<file path="src/rtl/uart_receiver.sv">
// 8N1 serial receiver: synchronizer, oversampling deframer and a show-ahead byte FIFO.
// Latency: a byte reaches the FIFO head one cycle after its stop-bit sample.
// Backpressure: none toward the line; a good byte arriving at a full FIFO is dropped and flagged.

// Generic show-ahead FIFO with occupancy count and wrapping power-of-2 pointers.
// Latency: a write is visible at rd_dat/empty on the cycle after the push edge.
// Backpressure: a write to a full FIFO is taken only when a pop happens in the same cycle.
module fifo #(
    parameter int WIDTH = 8,
    parameter int DEPTH = 4
) (
    input  logic             core_clk,
    input  logic             arst_n,
    input  logic             wr_vld,
    input  logic [WIDTH-1:0] wr_dat,
    input  logic             rd_rdy,
    output logic [WIDTH-1:0] rd_dat,
    output logic             empty,
    output logic             full
);
    localparam int AW = $clog2(DEPTH);

    logic [WIDTH-1:0] mem [DEPTH];
    logic [AW-1:0]    wr_ptr;
    logic [AW-1:0]    rd_ptr;
    logic [AW:0]      count;
    logic             push;
    logic             pop;

    assign pop  = rd_rdy && !empty;
    assign push = wr_vld && (!full || pop);

    always_ff @(posedge core_clk or negedge arst_n) begin
        if (!arst_n) begin
            for (int i = 0; i < DEPTH; i++) mem[i] <= '0;
            wr_ptr <= '0;
            rd_ptr <= '0;
            count  <= '0;
        end else begin
            if (push) begin
                mem[wr_ptr] <= wr_dat;
                wr_ptr      <= wr_ptr + 1'b1;
            end
            if (pop) rd_ptr <= rd_ptr + 1'b1;
            case ({push, pop})
                2'b10:   count <= count + 1'b1;
                2'b01:   count <= count - 1'b1;
                default: count <= count;
            endcase
        end
    end

    assign rd_dat = mem[rd_ptr];
    assign empty  = (count == '0);
    assign full   = (count == (AW+1)'(DEPTH));
endmodule

module uart_receiver #(
    parameter int CLK_FREQ   = 50000000,
    parameter int BAUD       = 115200,
    parameter int FIFO_DEPTH = 4
) (
    input  logic       clock_reg,
    input  logic       reset,
    input  logic       rx,
    input  logic       rd_en,
    input  logic       err_clr,
    output logic [7:0] rd_data,
    output logic       empty,
    output logic       full,
    output logic       frame_err,
    output logic       overrun,
    output logic       busy
);
    localparam int CPB = CLK_FREQ / BAUD;
    localparam int CW  = $clog2(CPB);
    localparam logic [CW-1:0] CNT_LAST  = CW'(CPB - 1);
    localparam logic [CW-1:0] HALF_LAST = CW'(CPB / 2 - 1);

    typedef enum logic [2:0] {
        S_IDLE,
        S_START,
        S_DATA,
        S_STOP,
        S_BREAK
    } state_t;

    state_t        state;
    logic [CW-1:0] cnt;
    logic [2:0]    bit_idx;
    logic [7:0]    shreg;
    logic          rx_meta;
    logic          rxs;
    logic          stop_pt;
    logic          push_req;
    logic          pop;

    // Both stages reset high so reset release never looks like a start bit.
    always_ff @(posedge clock_reg or negedge reset) begin
        if (!reset) begin
            rx_meta <= 1'b1;
            rxs     <= 1'b1;
        end else begin
            rx_meta <= rx;
            rxs     <= rx_meta;
        end
    end

    assign stop_pt  = (state == S_STOP) && (cnt == CNT_LAST);
    assign push_req = stop_pt && rxs;
    assign pop      = rd_en && !empty;

    always_ff @(posedge clock_reg or negedge reset) begin
        if (!reset) begin
            state     <= S_IDLE;
            cnt       <= '0;
            bit_idx   <= '0;
            shreg     <= '0;
            frame_err <= 1'b0;
            overrun   <= 1'b0;
        end else begin
            if (stop_pt && !rxs)    frame_err <= 1'b1;
            else if (err_clr)       frame_err <= 1'b0;
            // A pop in the stop-sample cycle frees the slot the push needs.
            if (push_req && full && !pop) overrun <= 1'b1;
            else if (err_clr)             overrun <= 1'b0;

            case (state)
                S_IDLE: begin
                    cnt     <= '0;
                    bit_idx <= '0;
                    if (!rxs) state <= S_START;
                end
                S_START: begin
                    if (cnt == HALF_LAST) begin
                        cnt   <= '0;
                        state <= rxs ? S_IDLE : S_DATA;
                    end else begin
                        cnt <= cnt + 1'b1;
                    end
                end
                S_DATA: begin
                    if (cnt == CNT_LAST) begin
                        cnt     <= '0;
                        shreg   <= {rxs, shreg[7:1]};
                        bit_idx <= bit_idx + 1'b1;
                        if (bit_idx == 3'd7) state <= S_STOP;
                    end else begin
                        cnt <= cnt + 1'b1;
                    end
                end
                S_STOP: begin
                    if (cnt == CNT_LAST) begin
                        cnt   <= '0;
                        state <= rxs ? S_IDLE : S_BREAK;
                    end else begin
                        cnt <= cnt + 1'b1;
                    end
                end
                S_BREAK: begin
                    cnt <= '0;
                    if (rxs) state <= S_IDLE;
                end
                default: begin
                    cnt   <= '0;
                    state <= S_IDLE;
                end
            endcase
        end
    end

    assign busy = (state != S_IDLE);

    fifo #(
        .WIDTH (8),
        .DEPTH (FIFO_DEPTH)
    ) u_fifo (
        .core_clk (clock_reg),
        .arst_n   (reset),
        .wr_vld   (push_req),
        .wr_dat   (shreg),
        .rd_rdy   (rd_en),
        .rd_dat   (rd_data),
        .empty    (empty),
        .full     (full)
    );
endmodule

</file>
<file path="config.mk">
export PLATFORM = sky130hd
export DESIGN_NAME = uart_receiver
export DESIGN_NICKNAME = d
export VERILOG_FILES = /design/src/rtl/uart_receiver.sv
export SDC_FILE = /design/constraint.sdc
export NUM_CORES = 1
export LEC_CHECK = 0
export ABC_AREA = 0
export CORE_MARGIN = 10
export CORE_UTILIZATION = 31
export CTS_BUF_LIST = sky130_fd_sc_hd__clkbuf_8
export DETAILED_ROUTE_END_ITERATION = 12
export GPL_ROUTABILITY_DRIVEN = 0
export PLACE_DENSITY = 0.51
export SETUP_SLACK_MARGIN = 0.02
export SYNTH_ARGS = -nofsm -noshare
export SYNTH_HDL_FRONTEND = slang
export SYNTH_HIERARCHICAL = 1
export SYNTH_SLANG_ARGS = --single-unit
</file>
<file path="constraint.sdc">
create_clock -name clock_reg -period 5.17 [get_ports clock_reg]
set_input_delay 0.517 -clock clock_reg [delete_from_list [all_inputs] [get_ports clock_reg]]
set_output_delay 0.517 -clock clock_reg [all_outputs]
set_load 0.01 [all_outputs]
</file>
==> summary.json, run 1 <==
{
  "clock_tree": {
    "postCtsSetupBuffers": 0,
    "cts.htree.levels": 3,
    "resize_count_post_cts": 0,
    "clock_path_buffers": 2,
    "tritoncts.num_buffers": 9,
    "clock_latency_ns": 0.35,
    "post_cts_hold_buffer_count": 0,
    "clkTransAtPathRegs_ns": 0.08,
    "cts_sinks": 66,
    "cts_tree": "done",
    "ctsRootBufferMaster": "sky130_fd_sc_hd__clkbuf_8"
  },
  "yosys": {
    "synth_sequential_area_ratio": 0.5236,
    "mappedNetlistArea_sq_um": 3159,
    "yosys_warnings": 6,
    "syn_inst": 231,
    "synth-edff-count": 0,
    "dominantRegCellSynth": "sky130_fd_sc_hd__dfrtp_1",
    "async_reset_ff_frac": 1.000,
    "postSynthRegisterBits": 66,
    "syn_nets": 247,
    "synth_cell_types": 45,
    "syn_area_per_cell_sq_um": 13.68
  },
  "pwr": {
    "p_sw_uw": 322.8,
    "power.internal_uw": 786.3,
    "power_switching_share": 0.2911,
    "comb_power_share": 0.116,
    "clock_power_share": 0.340,
    "leakagePower_nw": 1.685,
    "power_density_nw_per_um2": 305.9,
    "proportion_of_power_drawn_by_flip_flops_and_latches": 0.544,
    "max-vdd-ir-drop_mv": 0.1996
  },
  "sta": {
    "setup_total_negative_slack_ns": 0,
    "hold_viol": 0,
    "worst_slew_pin_slew_ns": 0.8456,
    "final.min_clock_period_ns": 2.847,
    "period_share": 0.5506,
    "maxSlewHeadroom": 0.4362,
    "setup_repair_after_global_routing_missed_its_margin": "no",
    "drv_slew": 0,
    "final-setup-viol-count": 0,
    "fmaxAchievable_ghz": 0.3513,
    "layout_setup_ws_ns": 2.323,
    "final.setup_skew_ns": 0.009955
  },
  "route": {
    "initialDrtViolationCount": 55,
    "routed_wire_length_per_instance_microns": 15.09,
    "detail_route.drc_violations": 0,
    "number_of_nets_with_antenna_violations_after_detailed_routing": 0,
    "detail_route.wirelength_microns": 5884,
    "via_count": 1801,
    "detailedRoute.firstPassIterationCount": 4,
    "post_drt_via_cell_ratio": 4.618
  },
  "critical_path": {
    "rr_endpoint": "u_fifo/count[2]",
    "critical_path.startpoint_type": "flop",
    "setup.worst_path.end": "u_fifo/count[2]",
    "timing.critical_path.arrival_ns": 3.08,
    "critical_path.startpoint": "cnt[1]",
    "worst_reg2reg_startpoint": "cnt[1]",
    "critical_path_class": "flop to flop",
    "endpoint_kind": "flop",
    "worst_ep_required_time_ns": 5.40,
    "reg2reg_depth": 12,
    "path_max_fanout": 11,
    "regToRegSetupSlack_ns": 2.32
  },
  "final_layout": {
    "area_growth_pct": 14.77,
    "diodes": 0,
    "finish.net_count": 268,
    "final_layout_size_suffix_gt1_frac": 0.3152,
    "mostFrequentLayoutCell": "sky130_fd_sc_hd__dfrtp_1",
    "fill_cells": 940,
    "finalCoreUtilization": 0.3676,
    "final_cell_mix": "sky130_fd_sc_hd__dfrtp_1 (64), sky130_fd_sc_hd__mux2_2 (32), sky130_fd_sc_hd__clkdlybuf4s50_1 (16)"
  },
  "global_route": {
    "first_global_vias": 1937,
    "grt_antenna_before_repair": 0,
    "gr-total-overflow": 0,
    "grt_pass1_wl_microns": 9818,
    "gr-usage-met2": 0.1282,
    "groute.layer.met1.usage": 0.1077,
    "grt_max_usage_layer": "met2",
    "grt_start_max_net_pins": 67,
    "grt_usage": 0.08568,
    "globalRouteMet3Util": 0.02466
  },
  "placed_design": {
    "number_of_port_buffers": 17,
    "pre_cts_ws_ns": 2.327,
    "dp.final_hpwl_microns": 3750
  },
  "outcome": {
    "status": "complete, no violations"
  },
  "die": {
    "start_util": 0.3203,
    "die_span_x_microns": 121.0,
    "number_of_core_rows": 36,
    "placeableCoreArea_sq_um": 9864,
    "io_pins": 18,
    "die_y_microns": 121.0,
    "floorplan.die_area_sq_um": 14630
  },
  "flow_run": {
    "timing.max_cap.violations": 0
  },
  "min_path": {
    "hold_path_class": "input port to async pin"
  }
}
[critical path: stages, from the launching register on]
cell	delay [ns]
sky130_fd_sc_hd__dfrtp_1	0.40
sky130_fd_sc_hd__inv_1	0.08
sky130_fd_sc_hd__ha_1	0.19
sky130_fd_sc_hd__nand4b_4	0.11
sky130_fd_sc_hd__nor2_2	0.41
sky130_fd_sc_hd__and4_1	0.38
sky130_fd_sc_hd__or2b_2	0.36
sky130_fd_sc_hd__ha_1	0.22
sky130_fd_sc_hd__inv_1	0.07
sky130_fd_sc_hd__fa_1	0.17
sky130_fd_sc_hd__xor2_1	0.15
sky130_fd_sc_hd__nor2_1	0.06
sky130_fd_sc_hd__xor2_1	0.14
[cell usage after synthesis, types with 3 or more instances]
library cell | instances | share of area
sky130_fd_sc_hd__nand3_1 | 4 | 0.0063
sky130_fd_sc_hd__dfrtp_1 | 64 | 0.51
sky130_fd_sc_hd__buf_2 | 3 | 0.0048
sky130_fd_sc_hd__nand2b_1 | 4 | 0.0079
sky130_fd_sc_hd__nor3_1 | 3 | 0.0048
sky130_fd_sc_hd__nor2_1 | 13 | 0.015
sky130_fd_sc_hd__inv_1 | 9 | 0.011
sky130_fd_sc_hd__nand4_1 | 3 | 0.0059
sky130_fd_sc_hd__nand2_1 | 11 | 0.013
sky130_fd_sc_hd__nor2_2 | 5 | 0.0099
sky130_fd_sc_hd__mux2_2 | 32 | 0.11
sky130_fd_sc_hd__mux2_4 | 8 | 0.038
sky130_fd_sc_hd__mux4_2 | 8 | 0.057
sky130_fd_sc_hd__xnor2_1 | 8 | 0.022
sky130_fd_sc_hd__ha_1 | 10 | 0.040
sky130_fd_sc_hd__clkbuf_1 | 3 | 0.0036
sky130_fd_sc_hd__o21ai_0 | 4 | 0.0063
sky130_fd_sc_hd__xor2_1 | 5 | 0.014
sky130_fd_sc_hd__o211ai_1 | 3 | 0.0071
[metrics by stage]
step | hold slack, ns | power (mW) | area (sq um) | cells
final | 0.3542 | 1.109 | 3626 | 390
after CTS | 0.3615 | 1.127 | 3626 | 390
after detailed placement | 0.3502 | 0.7459 | 3457 | 374
after floorplan | 0.2214 | 0.6908 | 3159 | 231
after global placement | 0.3476 | 0.7435 | 3457 | 374
after global routing | 0.3682 | 1.167 | 3626 | 390
[metal layers]
metal,up-vias,share of wire
li1,862,-
met1,909,0.50
met2,21,0.45
met3,9,0.029
met4,0,0.021
met5,-,0
[power groups by stage]
stage	registers [mW]	clock network, mW	logic, mW
floorplan	0.567	0	0.124
global placement	0.615	0	0.128
detailed placement	0.615	0	0.131
CTS	0.605	0.390	0.132
global route	0.610	0.413	0.145
finish	0.603	0.378	0.128
[cell type report]
cell class              instances  area, sq um  area share
flip-flops and latches         66         1654      0.4562
multi-input cells             148         1430      0.3944
repair buffers                 18        172.7     0.04762
well taps                     133        166.4     0.04589
clock buffers                   9        123.9     0.03416
clock inverters                 7        45.04     0.01242
inverters                       9        33.78    0.009317
[kinds of logic (layout without fill, tap and decap cells)]
logic type / count (synthesis) / count (layout) / synth area share
buf+inv: 17 / 43 / 0.02376
xor+xnor: 13 / 13 / 0.03604
mux: 51 / 51 / 0.2194
compound gates: 14 / 14 / 0.03129
fa+ha+maj: 11 / 11 / 0.04594
flops: 66 / 66 / 0.5236
simple gates: 59 / 59 / 0.1200
[state kept, by name (all words and copies together), names as in the netlist]
| signal | count |
|---|---|
| u_fifo/count | 3 |
| bit_idx | 3 |
| shreg | 8 |
| cnt | 9 |
| rx_meta | 1 |
| u_fifo/wr_ptr | 2 |
| frame_err | 1 |
| u_fifo/mem | 32 |
| rxs | 1 |
| u_fifo/rd_ptr | 2 |
| state | 3 |
| overrun | 1 |
[worst min path at each step]
stage	endpoint	slack, ns
5_1_grt	rxs	0.37
3_5_place_dp	rxs	0.35
3_3_place_gp	rxs	0.35
2_1_floorplan	bit_idx[0]	0.22
6_report	frame_err	0.35
4_1_cts	rxs	0.36
No activity file was read; power rests on OpenSTA's default activity.
==> inputs of run 2 (changes only) <==
==> constraint.sdc (replaced) <==
create_clock -name clock_reg -period 2.8 [get_ports clock_reg]
set_input_delay 0.28 -clock clock_reg [delete_from_list [all_inputs] [get_ports clock_reg]]
set_output_delay 0.28 -clock clock_reg [all_outputs]
set_load 0.01 [all_outputs]
==> summary.json, run 2 (synthesis gave the netlist of run 1 again) <==
{
  "critical_path": {
    "critical_path.startpoint_type": "flop",
    "timing.critical_path.arrival": {"value": 2.67, "unit": "ns", "change": "-0.41 ns"},
    "cp_num_cells": {"value": 12, "change": "unchanged"},
    "critical_path.startpoint": "cnt[1]",
    "cp_slowest_stage_delay": {"value": 0.40, "unit": "ns", "change": "about the same"},
    "critical-path-top-delay-family": "simple AND/OR/NAND/NOR gates",
    "critPathBufInv": {"value": 2, "change": "unchanged"},
    "rr_endpoint": "u_fifo/count[2]",
    "reg2reg_depth": {"value": 12, "change": "unchanged"},
    "worst_reg2reg_startpoint": "cnt[1]",
    "regToRegSetupSlack": {"value": 0.34, "unit": "ns", "change": "-1.98 ns"},
    "setup.worst_path.end": "u_fifo/count[2]",
    "endpoint_kind": "flop",
    "critical-path-slowest-cell": "sky130_fd_sc_hd__dfrtp_1",
    "worst_ep_required_time": {"value": 3.01, "unit": "ns", "change": "-2.39 ns"},
    "path_max_fanout": {"value": 3, "change": "-8"},
    "critical_path_class": "flop to flop",
    "timing.critical_path.cells": "inv_1 -> ha_1 -> nand4b_4 -> nor2_2 -> and4_1 -> or2b_2 -> ha_1 -> inv_1 -> fa_1 -> xor2_1 -> nor2_1 -> xor2_1"
  },
  "sta": {
    "setup_repair_after_global_routing_missed_its_margin": "no",
    "drv_slew": {"value": 0, "change": "unchanged"},
    "worst_slew_pin_slew": {"value": 0.6844, "unit": "ns", "change": "-0.1612 ns"},
    "maxSlewHeadroom": {"value": 0.5437, "change": "+0.1075"},
    "hold_viol": {"value": 0, "change": "unchanged"},
    "final.min_clock_period": {"value": 2.458, "unit": "ns", "change": "-0.3888 ns"},
    "setup_total_negative_slack": {"value": 0, "unit": "ns", "change": "unchanged"},
    "final-setup-viol-count": {"value": 0, "change": "unchanged"},
    "period_share": {"value": 0.8778, "change": "+0.3272"},
    "fmaxAchievable": {"value": 0.4068, "unit": "GHz", "change": "+16%"},
    "final.setup_skew": {"value": 0.009574, "unit": "ns", "change": "-0.0003811 ns"}
  },
  "final_layout": {
    "finish.net_count": {"value": 281, "change": "+4.9%"},
    "finalCoreUtilization": {"value": 0.3852, "change": "+0.01763"},
    "final_layout_size_suffix_gt1_frac": {"value": 0.3407, "change": "+0.02557"},
    "final_cell_mix": "sky130_fd_sc_hd__dfrtp_1 (64), sky130_fd_sc_hd__mux2_2 (32), sky130_fd_sc_hd__clkdlybuf4s50_1 (16)",
    "diodes": {"value": 0, "change": "unchanged"},
    "largest_reg_flops": {"value": 32, "change": "unchanged"},
    "area_growth_pct": 20.28,
    "stdcell_count": {"value": 403, "change": "+3.3%"},
    "largestRegisters": "u_fifo/mem (32), cnt (9), shreg (8)",
    "mostFrequentLayoutCell": "sky130_fd_sc_hd__dfrtp_1",
    "biggest_register": "u_fifo/mem"
  },
  "die": {
    "number_of_core_rows": {"value": 36, "change": "unchanged"},
    "die_y": {"value": 121.0, "unit": "microns", "change": "unchanged"},
    "start_util": {"value": 0.3203, "change": "unchanged"},
    "die_span_x": {"value": 121.0, "unit": "microns", "change": "unchanged"},
    "placeableCoreArea": {"value": 9864, "unit": "sq um", "change": "unchanged"},
    "io_pins": {"value": 18, "change": "unchanged"},
    "floorplan.die_area": {"value": 14630, "unit": "sq um", "change": "unchanged"}
  },
  "placed_design": {
    "dp.final_hpwl": {"value": 4150, "unit": "microns", "change": "+11%"},
    "place.detailed.instances": {"value": 386, "change": "+3.2%"},
    "number_of_port_buffers": {"value": 17, "change": "unchanged"}
  },
  "global_route": {
    "grt_usage": {"value": 0.08915, "change": "+0.003472"},
    "grt_start_max_net_pins": {"value": 29, "change": "-57%"},
    "grt_pass1_wl": {"value": 10270, "unit": "microns", "change": "+4.6%"},
    "gr-total-overflow": {"value": 0, "change": "unchanged"},
    "grt_antenna_before_repair": {"value": 0, "change": "unchanged"},
    "first_global_vias": {"value": 1964, "change": "+1.4%"}
  },
  "route": {
    "detailedRoute.firstPassIterationCount": {"value": 6, "change": "+2"},
    "number_of_nets_with_antenna_violations_after_detailed_routing": {"value": 0, "change": "unchanged"},
    "routed_wire_length_per_instance": {"value": 15.10, "unit": "microns", "change": "about the same"},
    "detail_route.drc_violations": {"value": 0, "change": "unchanged"},
    "detail_route.wirelength": {"value": 6085, "unit": "microns", "change": "+3.4%"},
    "initialDrtViolationCount": {"value": 76, "change": "+38%"},
    "post_drt_via_cell_ratio": {"value": 4.633, "change": "+0.32%"},
    "via_count": {"value": 1867, "change": "+3.7%"}
  },
  "clock_tree": {
    "cts.htree.levels": {"value": 3, "change": "unchanged"},
    "tritoncts.num_buffers": {"value": 9, "change": "unchanged"},
    "resize_count_post_cts": {"value": 0, "change": "unchanged"},
    "cts_sinks": {"value": 66, "change": "unchanged"},
    "clock_path_buffers": {"value": 2, "change": "unchanged"},
    "cts_tree": "done",
    "ctsRootBufferMaster": "sky130_fd_sc_hd__clkbuf_8",
    "clock_latency": {"value": 0.34, "unit": "ns", "change": "about the same"},
    "clkTransAtPathRegs": {"value": 0.07, "unit": "ns", "change": "about the same"}
  },
  "outcome": {
    "status": "complete, no violations"
  },
  "pwr": {
    "post-layout-total-power": {"value": 2.338, "unit": "mW", "change": "+110%"},
    "max-vdd-ir-drop": {"value": 0.2963, "unit": "mV", "change": "+48%"},
    "power_density": {"value": 615.2, "unit": "nW/um^2", "change": "+100%"},
    "leakagePower": {"value": 1.783, "unit": "nW", "change": "+5.9%"}
  },
  "min_path": {
    "hold_path_class": "input port to flop"
  },
  "flow_run": {
    "timing.max_cap.violations": {"value": 0, "change": "unchanged"}
  }
}
## run 2: changes by cell type in the layout (fill, tap and decap cells not counted), sizes merged
cell	previous run	this run
buf	2	14
bufinv	0	3
clkinv	5	2
dlygate4sd3	0	1
## run 2: worst reg2reg max path: cells and delay by family (launching register included)
kind,cells,cell delay (ns)
adders and majority gates,3,0.59
xor gates and xnor gates,2,0.29
and+or+nand+nor,5,0.90
buffers and inverters,2,0.16
DFF,1,0.40
## run 2: worst min-delay path by stage
stage            endpoint    start  cells after the start
6_report          rx_meta       rx                      1
5_1_grt           rx_meta       rx                      1
3_5_place_dp          rxs  rx_meta                      0
2_1_floorplan  bit_idx[0]    reset                      0
3_3_place_gp          rxs  rx_meta                      0
4_1_cts           rx_meta       rx                      1
## run 2: where the power goes
group | total, mW | internal (mW) | switching, mW | leakage (nW)
clock | 0.963 | 0.591 | 0.371 | 0.121
combinational | 0.302 | 0.155 | 0.147 | 0.773
sequential | 1.07 | 0.994 | 0.0783 | 0.889
## run 2: per-stage QoR
stage	hold WS (ns)	setup WS (ns)	cell area, sq um
floorplan	-0.01559	0.4463	3159
global placement	0.3468	0.4151	3547
detailed placement	0.3509	0.3526	3547
CTS	0.3411	0.3246	3800
global route	0.3440	0.1815	3800
finish	0.3574	0.3420	3800
## run 2: cell type report
class,instances,area [sq um]
multi-input combinational,148,1430
clock inverter,7,118.9
sequential,66,1654
inverter,9,33.78
fill,940,6065
clock buffer,9,123.9
timing repair buffer,31,272.8
tap,133,166.4
## run 2: layer usage
metal / routed length, microns / up-vias / GRT usage
li1: - / 886 / -
met1: 2945 / 953 / 0.1186
met2: 2877 / 22 / 0.1327
met3: 145 / 6 / 0.01582
met4: 115 / 0 / 0.05204
met5: 0 / - / 0
## run 2: repair_timing
| action | CTS | global route |
|---|---|---|
| hold endpoints to repair | 20 | 0 |
| setup buffers | 0 | 0 |
| hold buffers | 1 | 0 |
